--- src/rtl/dac_ab_scheduler.sv ---
`default_nettype none
// ============================================================================
//  Module      : dac_ab_scheduler
//  Description : Two-channel (A/B) sample scheduler for a dual parallel DAC
//                with a shared data bus. Each channel has a one-deep holding
//                register fed by an AXI-Stream-like valid/ready handshake.
//                A 5-state write FSM (IDLE, SETUP, STROBE, RELEASE, DONE)
//                issues one DAC write per 5 clocks. Ties between two full
//                channels are resolved round-robin; A wins the first tie
//                after reset.
//  Revision    : 1.0  initial release
// ----------------------------------------------------------------------------
//  Parameters
//    NDATA        DAC sample width in bits (default 12)
//  Ports
//    clk          system clock, all logic on the rising edge
//    rst          asynchronous active-low reset
//    en           1 = new DAC writes may start; 0 = no new write starts
//    s_a_tvalid   channel A sample valid
//    s_a_tready   channel A can accept a sample (holding register empty)
//    s_a_tdata    channel A sample, bits [NDATA-1:0] used
//    s_b_*        channel B, same rules as channel A
//    dac_ab_sel   DAC channel select, 1 = DAC A, 0 = DAC B
//    da_cs_n      DAC chip select, active low
//    da_wr_n      DAC write strobe, active low (DAC latches on rising edge)
//    da_data      DAC parallel data bus
//    busy         1 while a write transaction is in progress
//  Configuration macro
//    DAC_OFFSET_BINARY_EN  when defined, da_data carries the held sample
//                          with its MSB inverted (two's complement to
//                          offset binary); otherwise the sample unchanged.
// ============================================================================
module dac_ab_scheduler #(
    parameter int NDATA = 12
) (
    input  logic             clk,
    input  logic             rst,
    input  logic             en,
    input  logic             s_a_tvalid,
    output logic             s_a_tready,
    input  logic [31:0]      s_a_tdata,
    input  logic             s_b_tvalid,
    output logic             s_b_tready,
    input  logic [31:0]      s_b_tdata,
    output logic             dac_ab_sel,
    output logic             da_cs_n,
    output logic             da_wr_n,
    output logic [NDATA-1:0] da_data,
    output logic             busy
);

    // ------------------------------------------------------------------------
    // State encoding
    // ------------------------------------------------------------------------
    localparam logic [2:0] c_st_idle    = 3'd0;
    localparam logic [2:0] c_st_setup   = 3'd1;
    localparam logic [2:0] c_st_strobe  = 3'd2;
    localparam logic [2:0] c_st_release = 3'd3;
    localparam logic [2:0] c_st_done    = 3'd4;

`ifdef DAC_OFFSET_BINARY_EN
    // Flipping the MSB maps two's complement onto offset binary.
    localparam logic [NDATA-1:0] c_msb_mask = {1'b1, {(NDATA-1){1'b0}}};
`endif

    // ------------------------------------------------------------------------
    // Declarations
    // ------------------------------------------------------------------------
    logic [2:0]       r_state;
    logic [2:0]       w_state_next;

    logic [NDATA-1:0] r_hold_a;
    logic [NDATA-1:0] r_hold_b;
    logic             r_full_a;
    logic             r_full_b;

    // r_grant_a doubles as the DAC select: it is only reloaded when a write
    // starts, so the select holds its last value while idle.
    logic             r_grant_a;
    // 1 = channel A was served by the most recent completed write.
    logic             r_last_a;
    logic [NDATA-1:0] r_data;

    logic             w_load_a;
    logic             w_load_b;
    logic             w_start;
    logic             w_done;
    logic             w_pick_a;
    logic [NDATA-1:0] w_pick_data;

    // ------------------------------------------------------------------------
    // Sample format conversion applied when a sample is moved onto the bus
    // register, so the reset value of the bus stays all-zero in both builds.
    // ------------------------------------------------------------------------
    function automatic logic [NDATA-1:0] f_to_dac(input logic [NDATA-1:0] x);
`ifdef DAC_OFFSET_BINARY_EN
        return x ^ c_msb_mask;
`else
        return x;
`endif
    endfunction

    // Upper tdata bits are deliberately ignored.
    generate
        if (NDATA < 32) begin : g_unused_tdata
            logic w_unused_tdata;
            assign w_unused_tdata = ^{s_a_tdata[31:NDATA], s_b_tdata[31:NDATA]};
        end
    endgenerate

    // ------------------------------------------------------------------------
    // Handshake and control strobes
    // ------------------------------------------------------------------------
    // A full holding register is never overwritten; the granted channel stays
    // full until DONE, which freezes its register for the whole transaction.
    assign s_a_tready = ~r_full_a;
    assign s_b_tready = ~r_full_b;

    assign w_load_a = s_a_tvalid & ~r_full_a;
    assign w_load_b = s_b_tvalid & ~r_full_b;

    assign w_start = (r_state == c_st_idle) & en & (r_full_a | r_full_b);
    assign w_done  = (r_state == c_st_done);

    // Round-robin: a lone full channel wins; on a tie the channel that was
    // not served last wins.
    assign w_pick_a    = r_full_a & (~r_full_b | ~r_last_a);
    assign w_pick_data = w_pick_a ? r_hold_a : r_hold_b;

    // ------------------------------------------------------------------------
    // FSM: state register
    // ------------------------------------------------------------------------
    always_ff @(posedge clk or negedge rst) begin
        if (!rst) begin
            r_state <= c_st_idle;
        end else begin
            r_state <= w_state_next;
        end
    end

    // ------------------------------------------------------------------------
    // FSM: next-state logic. Once started, a write always runs to DONE; en
    // only gates the IDLE exit.
    // ------------------------------------------------------------------------
    always_comb begin
        w_state_next = r_state;
        case (r_state)
            c_st_idle: begin
                if (en && (r_full_a || r_full_b)) begin
                    w_state_next = c_st_setup;
                end
            end
            c_st_setup:   w_state_next = c_st_strobe;
            c_st_strobe:  w_state_next = c_st_release;
            c_st_release: w_state_next = c_st_done;
            c_st_done:    w_state_next = c_st_idle;
            default:      w_state_next = c_st_idle;
        endcase
    end

    // ------------------------------------------------------------------------
    // FSM: output decode. Strobes come straight from the state register so
    // that an asynchronous reset releases them immediately.
    // ------------------------------------------------------------------------
    always_comb begin
        da_cs_n = 1'b1;
        da_wr_n = 1'b1;
        busy    = 1'b0;
        case (r_state)
            c_st_setup: begin
                da_cs_n = 1'b0;
                busy    = 1'b1;
            end
            c_st_strobe: begin
                da_cs_n = 1'b0;
                da_wr_n = 1'b0;
                busy    = 1'b1;
            end
            c_st_release: begin
                // wr_n has risen; cs_n, select and data held for hold time.
                da_cs_n = 1'b0;
                busy    = 1'b1;
            end
            c_st_done: begin
                busy    = 1'b1;
            end
            default: begin
                da_cs_n = 1'b1;
                da_wr_n = 1'b1;
                busy    = 1'b0;
            end
        endcase
    end

    // ------------------------------------------------------------------------
    // Channel A holding register
    // ------------------------------------------------------------------------
    always_ff @(posedge clk or negedge rst) begin
        if (!rst) begin
            r_hold_a <= '0;
            r_full_a <= 1'b0;
        end else begin
            if (w_load_a) begin
                r_hold_a <= s_a_tdata[NDATA-1:0];
                r_full_a <= 1'b1;
            end else if (w_done && r_grant_a) begin
                r_full_a <= 1'b0;
            end
        end
    end

    // ------------------------------------------------------------------------
    // Channel B holding register
    // ------------------------------------------------------------------------
    always_ff @(posedge clk or negedge rst) begin
        if (!rst) begin
            r_hold_b <= '0;
            r_full_b <= 1'b0;
        end else begin
            if (w_load_b) begin
                r_hold_b <= s_b_tdata[NDATA-1:0];
                r_full_b <= 1'b1;
            end else if (w_done && !r_grant_a) begin
                r_full_b <= 1'b0;
            end
        end
    end

    // ------------------------------------------------------------------------
    // Grant, round-robin history and DAC bus registers
    // ------------------------------------------------------------------------
    always_ff @(posedge clk or negedge rst) begin
        if (!rst) begin
            r_grant_a <= 1'b1;
            r_last_a  <= 1'b0;
            r_data    <= '0;
        end else begin
            if (w_start) begin
                r_grant_a <= w_pick_a;
                r_data    <= f_to_dac(w_pick_data);
            end
            if (w_done) begin
                r_last_a <= r_grant_a;
            end
        end
    end

    assign dac_ab_sel = r_grant_a;
    assign da_data    = r_data;

endmodule
`default_nettype wire

--- config.mk ---
export PLATFORM = sky130hd
export DESIGN_NAME = dac_ab_scheduler
export DESIGN_NICKNAME = d
export VERILOG_FILES = /design/src/rtl/dac_ab_scheduler.sv
export SDC_FILE = /design/constraint.sdc
export NUM_CORES = 1
export LEC_CHECK = 0
export CELL_PAD_IN_SITES_DETAIL_PLACEMENT = 1
export CELL_PAD_IN_SITES_GLOBAL_PLACEMENT = 1
export CORE_MARGIN = 2
export CORE_UTILIZATION = 32
export CTS_CLUSTER_DIAMETER = 30
export CTS_CLUSTER_SIZE = 30
export DETAILED_ROUTE_END_ITERATION = 6
export PLACE_DENSITY_LB_ADDON = 0.1
export SYNTH_ARGS = -nofsm -noshare
export SYNTH_HDL_FRONTEND = slang
export SYNTH_SLANG_ARGS = --single-unit
--- constraint.sdc ---
create_clock -name clk -period 2 [get_ports clk]
set_input_delay 0.3 -clock clk [delete_from_list [all_inputs] [get_ports clk]]
set_output_delay 0.3 -clock clk [all_outputs]
set_load 0.1 [all_outputs]
# ---- After elaboration in Yosys (flattened, before gate mapping)
# Index checks and enable logic that the tools add are counted.
dict set report op_classes {
  eq_ne 5
  n_mux 10
  bitwise_logic 10
  n_reduce_logical 10
}
# cell n
set ops {}
lappend ops {{12-bit 2-to-1 mux} 1}
lappend ops {{3-bit one-hot mux with 4 select lines} 1}
lappend ops {{1-bit 2-to-1 mux} 7}
lappend ops {{3-bit by 2-bit equality test with 1-bit output, second input constant} 2}
lappend ops {{1-bit AND} 5}
lappend ops {{2-bit nonzero test} 2}
lappend ops {{4-bit OR reduction} 1}
lappend ops {{3-bit by 1-bit equality test with 1-bit output, second input constant} 1}
lappend ops {{3-bit equality test, second input constant} 1}
lappend ops {{1-bit logical AND} 3}
lappend ops {{3-bit logical NOT} 1}
lappend ops {{3-bit 2-to-1 mux} 1}
lappend ops {{1-bit NOT} 3}
lappend ops {{3-bit OR reduction} 1}
lappend ops {{2-bit by 1-bit != test with 1-bit output, second input constant} 1}
lappend ops {{1-bit bitwise OR} 2}
lappend ops {{1-bit logical NOT} 1}
lappend ops {{1-bit logical OR} 1}
dict set report totals {
  reg_bits 43
  in_bits 69
  out_inout_bits 18
  word_cells 43
}

# ---- Longest topological paths before layout
dict set report logic_depth {
  word_depth 4
  mapped_depth 4
}

# ---- Least setup slack after synthesis
# OpenSTA, ideal clock, no wires.
dict set report synth_path {
  path_kind {register -> output}
  start {reg r_state[1]}
  end {out busy}
  arrival_time_ns 2.137
  required_ns 1.700
  slack_ns -0.437
  stages_incl_launch_ff 3
  n_path_buf 0
  path_cell_list {dfrtp_1 -> nor2_1 -> xnor2_1}
}
dict set report synth_via {
  elab_chain_cells 3
  word_cells_on_any_way 6
  cone_classes {eq/ne: 4; mux: 1; reduce/logical: 1}
}
# element line_no
set synth_lines {}
lappend synth_lines {{from (decl)} 69} ;# logic [2:0] r_state;
lappend synth_lines {{from (signal assigned)} 135} ;# r_state <= c_st_idle;
lappend synth_lines {{from (signal assigned)} 137} ;# r_state <= w_state_next;
lappend synth_lines {{3-bit equality test (tied with other cells)} 169} ;# case (r_state)
lappend synth_lines {{4-bit OR reduction (no source line) (*)} -}
lappend synth_lines {{1-bit 2-to-1 mux (*)} 169}
lappend synth_lines {{to (decl)} 49} ;# output logic busy
# Mark *: on every way between the ends. The rest lies on a longest branch, timed or not.

# ---- Worst setup path after layout
dict set report layout_path {
  start {reg r_state[0]}
  end {out da_cs_n}
}
dict set report layout_via {
  elab_chain_cells 3
  word_cells_on_any_way 5
  cone_classes {eq/ne: 3; mux: 1; reduce/logical: 1}
}
# element line_no
set layout_lines {}
lappend layout_lines {{3-bit by 2-bit equality test with 1-bit output or 3-bit by 1-bit equality test with 1-bit output (tied branches)} 169}
lappend layout_lines {{3-bit OR reduction (no source line) (*)} -}
lappend layout_lines {{1-bit 2-to-1 mux (*)} 169}
lappend layout_lines {{to (decl)} 46} ;# output logic da_cs_n,
# Marks and branches as above.

==> impl_metrics.py <==
metrics = {
    "status": {
        "status": "finished, final reports clean",
    },
    "routing": {
        "viasPerCell": 4.59,
        "routed_wl_um": 4020,
        "ant_nets": 0,
        "drc": 0,
        "dr.pass1.iters": 4,
        "avgRoutedWirePerCell_um": 16.0,
        "drtIter0Drc": 24,
        "vias": 1157,
    },
    "timing": {
        "setup_viol": 0,
        "final-max-slew-violation-count": 0,
        "fmax_mhz": 553,
        "hold_violations": 0,
        "finalCritPeriodShare": 0.905,
        "clock_skew_ps": 8.57,
        "layout_min_cycle_time_ps": 1810,
        "rsz0062_at_grt": "no",
        "tns_ps": 0,
        "relSlewSlack": 0.650,
        "tightest_slew_ps": 526,
    },
    "die": {
        "die_area_mm2": 0.00643,
        "rows": 27,
        "core-area_mm2": 0.00557,
        "ios": 87,
        "die_y_um": 80.2,
        "start_util": 0.333,
        "die_width_um": 80.2,
    },
    "logic_synthesis": {
        "ys.flop_type": "dfrtp_1",
        "yosysMostFrequentCell": "dfrtp_1",
        "netlist_area_mm2": 0.00186,
        "synth_fp_nets": 190,
        "ys_ff_latch": 43,
        "synth_top_cell_by_area": "dfrtp_1",
        "synth_common_cells": "42 x dfrtp_1, 40 x mux2_2, 9 x mux2_4, 5 x nor2_1",
        "synthArstFlopShare": 1.00,
        "ys_seq_area_frac": 0.580,
        "synth_edf_count": 0,
        "yosys.cell_types.count": 21,
        "syn-instance-count": 121,
        "synth.avg_cell_area_um2": 15.4,
        "yosys_warnings": 0,
        "yosys-top-cells-area": "dfrtp_1 57%, mux2_2 24%, mux2_4 7.3%",
        "synth_top_area_share": 0.566,
    },
    "global_routing": {
        "grt_max_degree": 25,
        "grt_pass1_vias": 1366,
        "grt_usage": 0.140,
        "grt_pass1_wl_um": 6760,
        "antenna_found_initial": 0,
        "grt_remaining_overflow": 0,
    },
    "clocking": {
        "cts_tree": "done",
        "clock-root-buffer": "clkbuf_8",
        "cts_sinks": 43,
        "cts_buffers": 5,
        "h-tree-depth": 2,
        "clockBufferDepth": 2,
        "cts_resized": 0,
        "clock_latency_ps": 300,
        "path_clk_slew_ps": 80,
    },
    "critical_path": {
        "crit_chain": "nor2_1 > or2_2 > buf_12",
        "cp.arrival_ps": 1510,
        "cp_slowest_cell": "dfrtp_1",
        "crit_type": "reg -> out",
        "critPathCaptureType": "output port",
        "critPathRequiredTime_ps": 1700,
        "worst_setup_path_start_kind": "flop",
        "critPathCapture": "da_cs_n",
        "cp.depth": 3,
        "rr_startpoint": "r_full_a",
        "critPathBufInv": 1,
        "path_delay_family": "simple AND/OR/NAND/NOR gates",
        "ff2ff_path_depth": 4,
        "cpPeakStageDelay_ps": 460,
        "worst-r2r-setup-slack_ps": 420,
        "rr_endpoint": "da_data[10]",
        "critPathMaxFanout": 5,
        "worstSetupStartpoint": "r_state[0]",
    },
    "cells_and_area": {
        "drive_above_1_share": 0.506,
        "antenna_cells": 0,
        "fillers": 577,
        "area.sequential_mm2": 0.00108,
        "final_area_mm2": 0.00258,
        "syn_to_final_growth_pct": 38.7,
        "nNetsFinal": 248,
        "multi_input_comb_area_um2": 743,
    },
    "hold_path": {
        "hp-class": "reg -> reg",
    },
    "placed_design": {
        "place_congestion": 0.756,
        "dpl_cell_area_mm2": 0.00245,
        "io_buffers": 46,
        "dpl.hpwl_um": 3030,
    },
    "run": {
        "cap_violations": 0,
    },
}
==> routing by layer <==
metal	share of wire	wire [µm]	track usage	vias up
met5	0	0	0	-
met4	0.012	49	0.0458	0
met3	0.045	179	0.0416	5
met2	0.52	2090	0.244	28
met1	0.42	1700	0.165	589
li1	-	-	-	535
==> worst min path at each step <==
| stage | start | endpoint | depth (start not counted) |
|---|---|---|---|
| after detailed placement | rst | da_data[0] | 1 |
| final | r_hold_b[6] | r_hold_b[6] | 1 |
| after CTS | r_hold_b[6] | r_hold_b[6] | 1 |
| after global routing | r_hold_a[5] | r_hold_a[5] | 1 |
| after global placement | rst | da_data[1] | 1 |
| after floorplan | rst | da_data[0] | 0 |
==> timing repair <==
| item | in CTS | in global routing |
|---|---|---|
| hold buffers | 1 | 0 |
| buffers inserted | 0 | 0 |
| hold endpoints to repair | 21 | 0 |
==> stage by stage <==
step	instances	hold slack (ps)	util	setup slack, ps
2_1_floorplan	121	4.41	-	199
3_3_place_gp	243	298	0.440	252
3_5_place_dp	243	307	0.440	211
4_1_cts	252	516	0.462	185
5_1_grt	252	530	0.462	69.9
6_report	252	509	0.462	190
==> logic make-up (layout without fill, tap and decap cells) <==
kind of cell           count (synthesis)  count (layout)  share of synthesized area
buffers and inverters                  8              67                     0.0242
XOR/XNOR                               2               2                    0.00943
multiplexers                          50              50                      0.321
AND/OR/NAND/NOR                       13              13                     0.0418
flip-flops                            43              43                      0.580
AO/OA/AOI/OAI                          5               5                     0.0236
==> cell type report <==
class	instances	share of cell area
sequential	43	0.418
clock buffer	6	0.0320
clock inverter	2	0.0136
timing repair buffer	56	0.209
multi-input combinational	70	0.288
inverter	3	0.00437
tap	72	0.0350
==> placed cells by master, fill, tap and decap left out, drive strengths merged <==
master,n
dfrtp,42
a21boi,2
nor2b,2
a41oi,1
o21ai,1
inv,3
clkinv,1
a21o,1
nand3b,1
bufinv,1
clkbuf,6
dfstp,1
buf,28
nor2,5
dlygate4sd3,1
mux2,50
clkdlybuf4s50,27
nand2,3
or2,1
nor4,1
xnor2,2
==> registers in the layout, indices dropped and copies added (netlist names) <==
| register | flops |
|---|---|
| r_last_a | 1 |
| r_hold_b | 12 |
| r_full_a | 1 |
| dac_ab_sel | 1 |
| r_state | 3 |
| da_data | 12 |
| r_full_b | 1 |
| r_hold_a | 12 |
Power is not shown: default switching activity piles up to over one toggle a cycle in this logic, so the estimate is an artifact.
==> variant (config.mk and constraints unchanged) <==
Change the parameter `NDATA` from 12 to 24. Comments in the files are not updated.
--- a/src/rtl/dac_ab_scheduler.sv
+++ b/src/rtl/dac_ab_scheduler.sv
@@ -31,7 +31,7 @@
 //                          offset binary); otherwise the sample unchanged.
 // ============================================================================
 module dac_ab_scheduler #(
-    parameter int NDATA = 12
+    parameter int NDATA = 24
 ) (
     input  logic             clk,
     input  logic             rst,
Interface: changed (resized da_data); port bits go from 87 to 99. The function was not compared with the original's and may differ.
==> variant against the original RTL <==
Final area increased by 77%. Final cell count increased by 77%. Synthesized cell count increased by 75%. Worst hold slack got worse by 0.045 ns. Wire length increased by 84%. Synthesized area increased by 79%. Sequential cell count increased by 36. Utilization decreased by 1.6 points. Die area increased by 75%. Setup slack got worse by 0.023 ns. Largest cell class unchanged.
Power is left out: the tool's default activity adds up to more than one toggle a clock period on the data nets, which glitch-free logic cannot reach.
==> variant: results (changes against the original RTL) <==
[layout]
nets = 374  ; +51%
postLayoutCellArea_um2 = 4567  ; +77%
layoutNonFillerInstCount = 446  ; +77%
drive_gt1_frac = 0.5226  ; +0.01703

[synth]
syn-num-nets = 281  ; +48%
yosysUniqueCellTypes = 23  ; +9.5%
synth_common_cells = mux2_2, dfrtp_1, nor2_1, buf_2, buf_6
netlist_top_cells_area = dfrtp_1, mux2_2, buf_6, mux2_1, dfstp_2
synth-seq-area-share = 0.5937  ; +0.01389

[grt]
grt_max_degree = 38  ; +52%
grt_use_total = 0.1388  ; -0.001582
grt_pass1_wl_mm = 11.99  ; +77%
grt_pass1_vias = 2272  ; +66%

[placement]
dpl_cell_area_um2 = 4312  ; +76%
dp_hpwl_mm = 5.056  ; +67%
port_buffers = 82  ; +78%
routabilityCongestion = 0.7085  ; -6.3%
placedCellCount = 429  ; +77%
pre_cts_ws_ns = 0.1623  ; -0.04857 ns

[worst_setup_path]
r2r_end = da_data[5]
worstPathArrival_ns = 1.53  ; +0.02 ns
startpoint = r_state[1]
reg2reg_slack_ns = 0.30  ; -0.12 ns
path_max_fanout = 6  ; +1
max_stage_delay_ns = 0.49  ; +0.03 ns

[routing]
drt-vias-per-instance = 4.543  ; -1.1%
drt_iter0_markers = 33  ; +38%

[sta]
worst_clock_skew_ns = 0.01049  ; +0.001921 ns

[clock_tree]
clk_latency_ns = 0.34  ; +0.04 ns
htree_levels = 3  ; +1
cts_buffers = 9  ; +4

[hold_path]
hold_class = input port to async pin

[outcome]
status = complete, no violations

variant: area by class of cell:
cell class,count,share of cell area
inverter,3,0.002466
sequential,79,0.4332
timing repair buffer,94,0.1967
multi-input combinational,118,0.2767
tap,136,0.03726
clock inverter,6,0.02356
clock buffer,10,0.03014
variant: cells by family (layout without fill, tap and decap cells):
logic type,after synthesis,count (layout),share of synthesized area
xor gates and xnor gates,2,2,0.005258
buffers and inverters,15,113,0.03004
and+or+nand+nor,13,13,0.02404
DFF,79,79,0.5937
muxes,98,98,0.3312
AOI/OAI and AO/OA,5,5,0.01577
variant: what timing repair did:
| item | CTS | global route |
|---|---|---|
| setup buffers | 0 | 0 |
| hold buffers | 1 | 0 |
| hold endpoints to repair | 33 | 0 |
variant: routing by layer:
layer	part of all wire	vias to the layer above	GRT usage
met4	0.0092	0	0.04511
met3	0.057	8	0.04169
met5	0	-	0
li1	-	926	-
met2	0.51	51	0.2387
met1	0.43	1041	0.1665
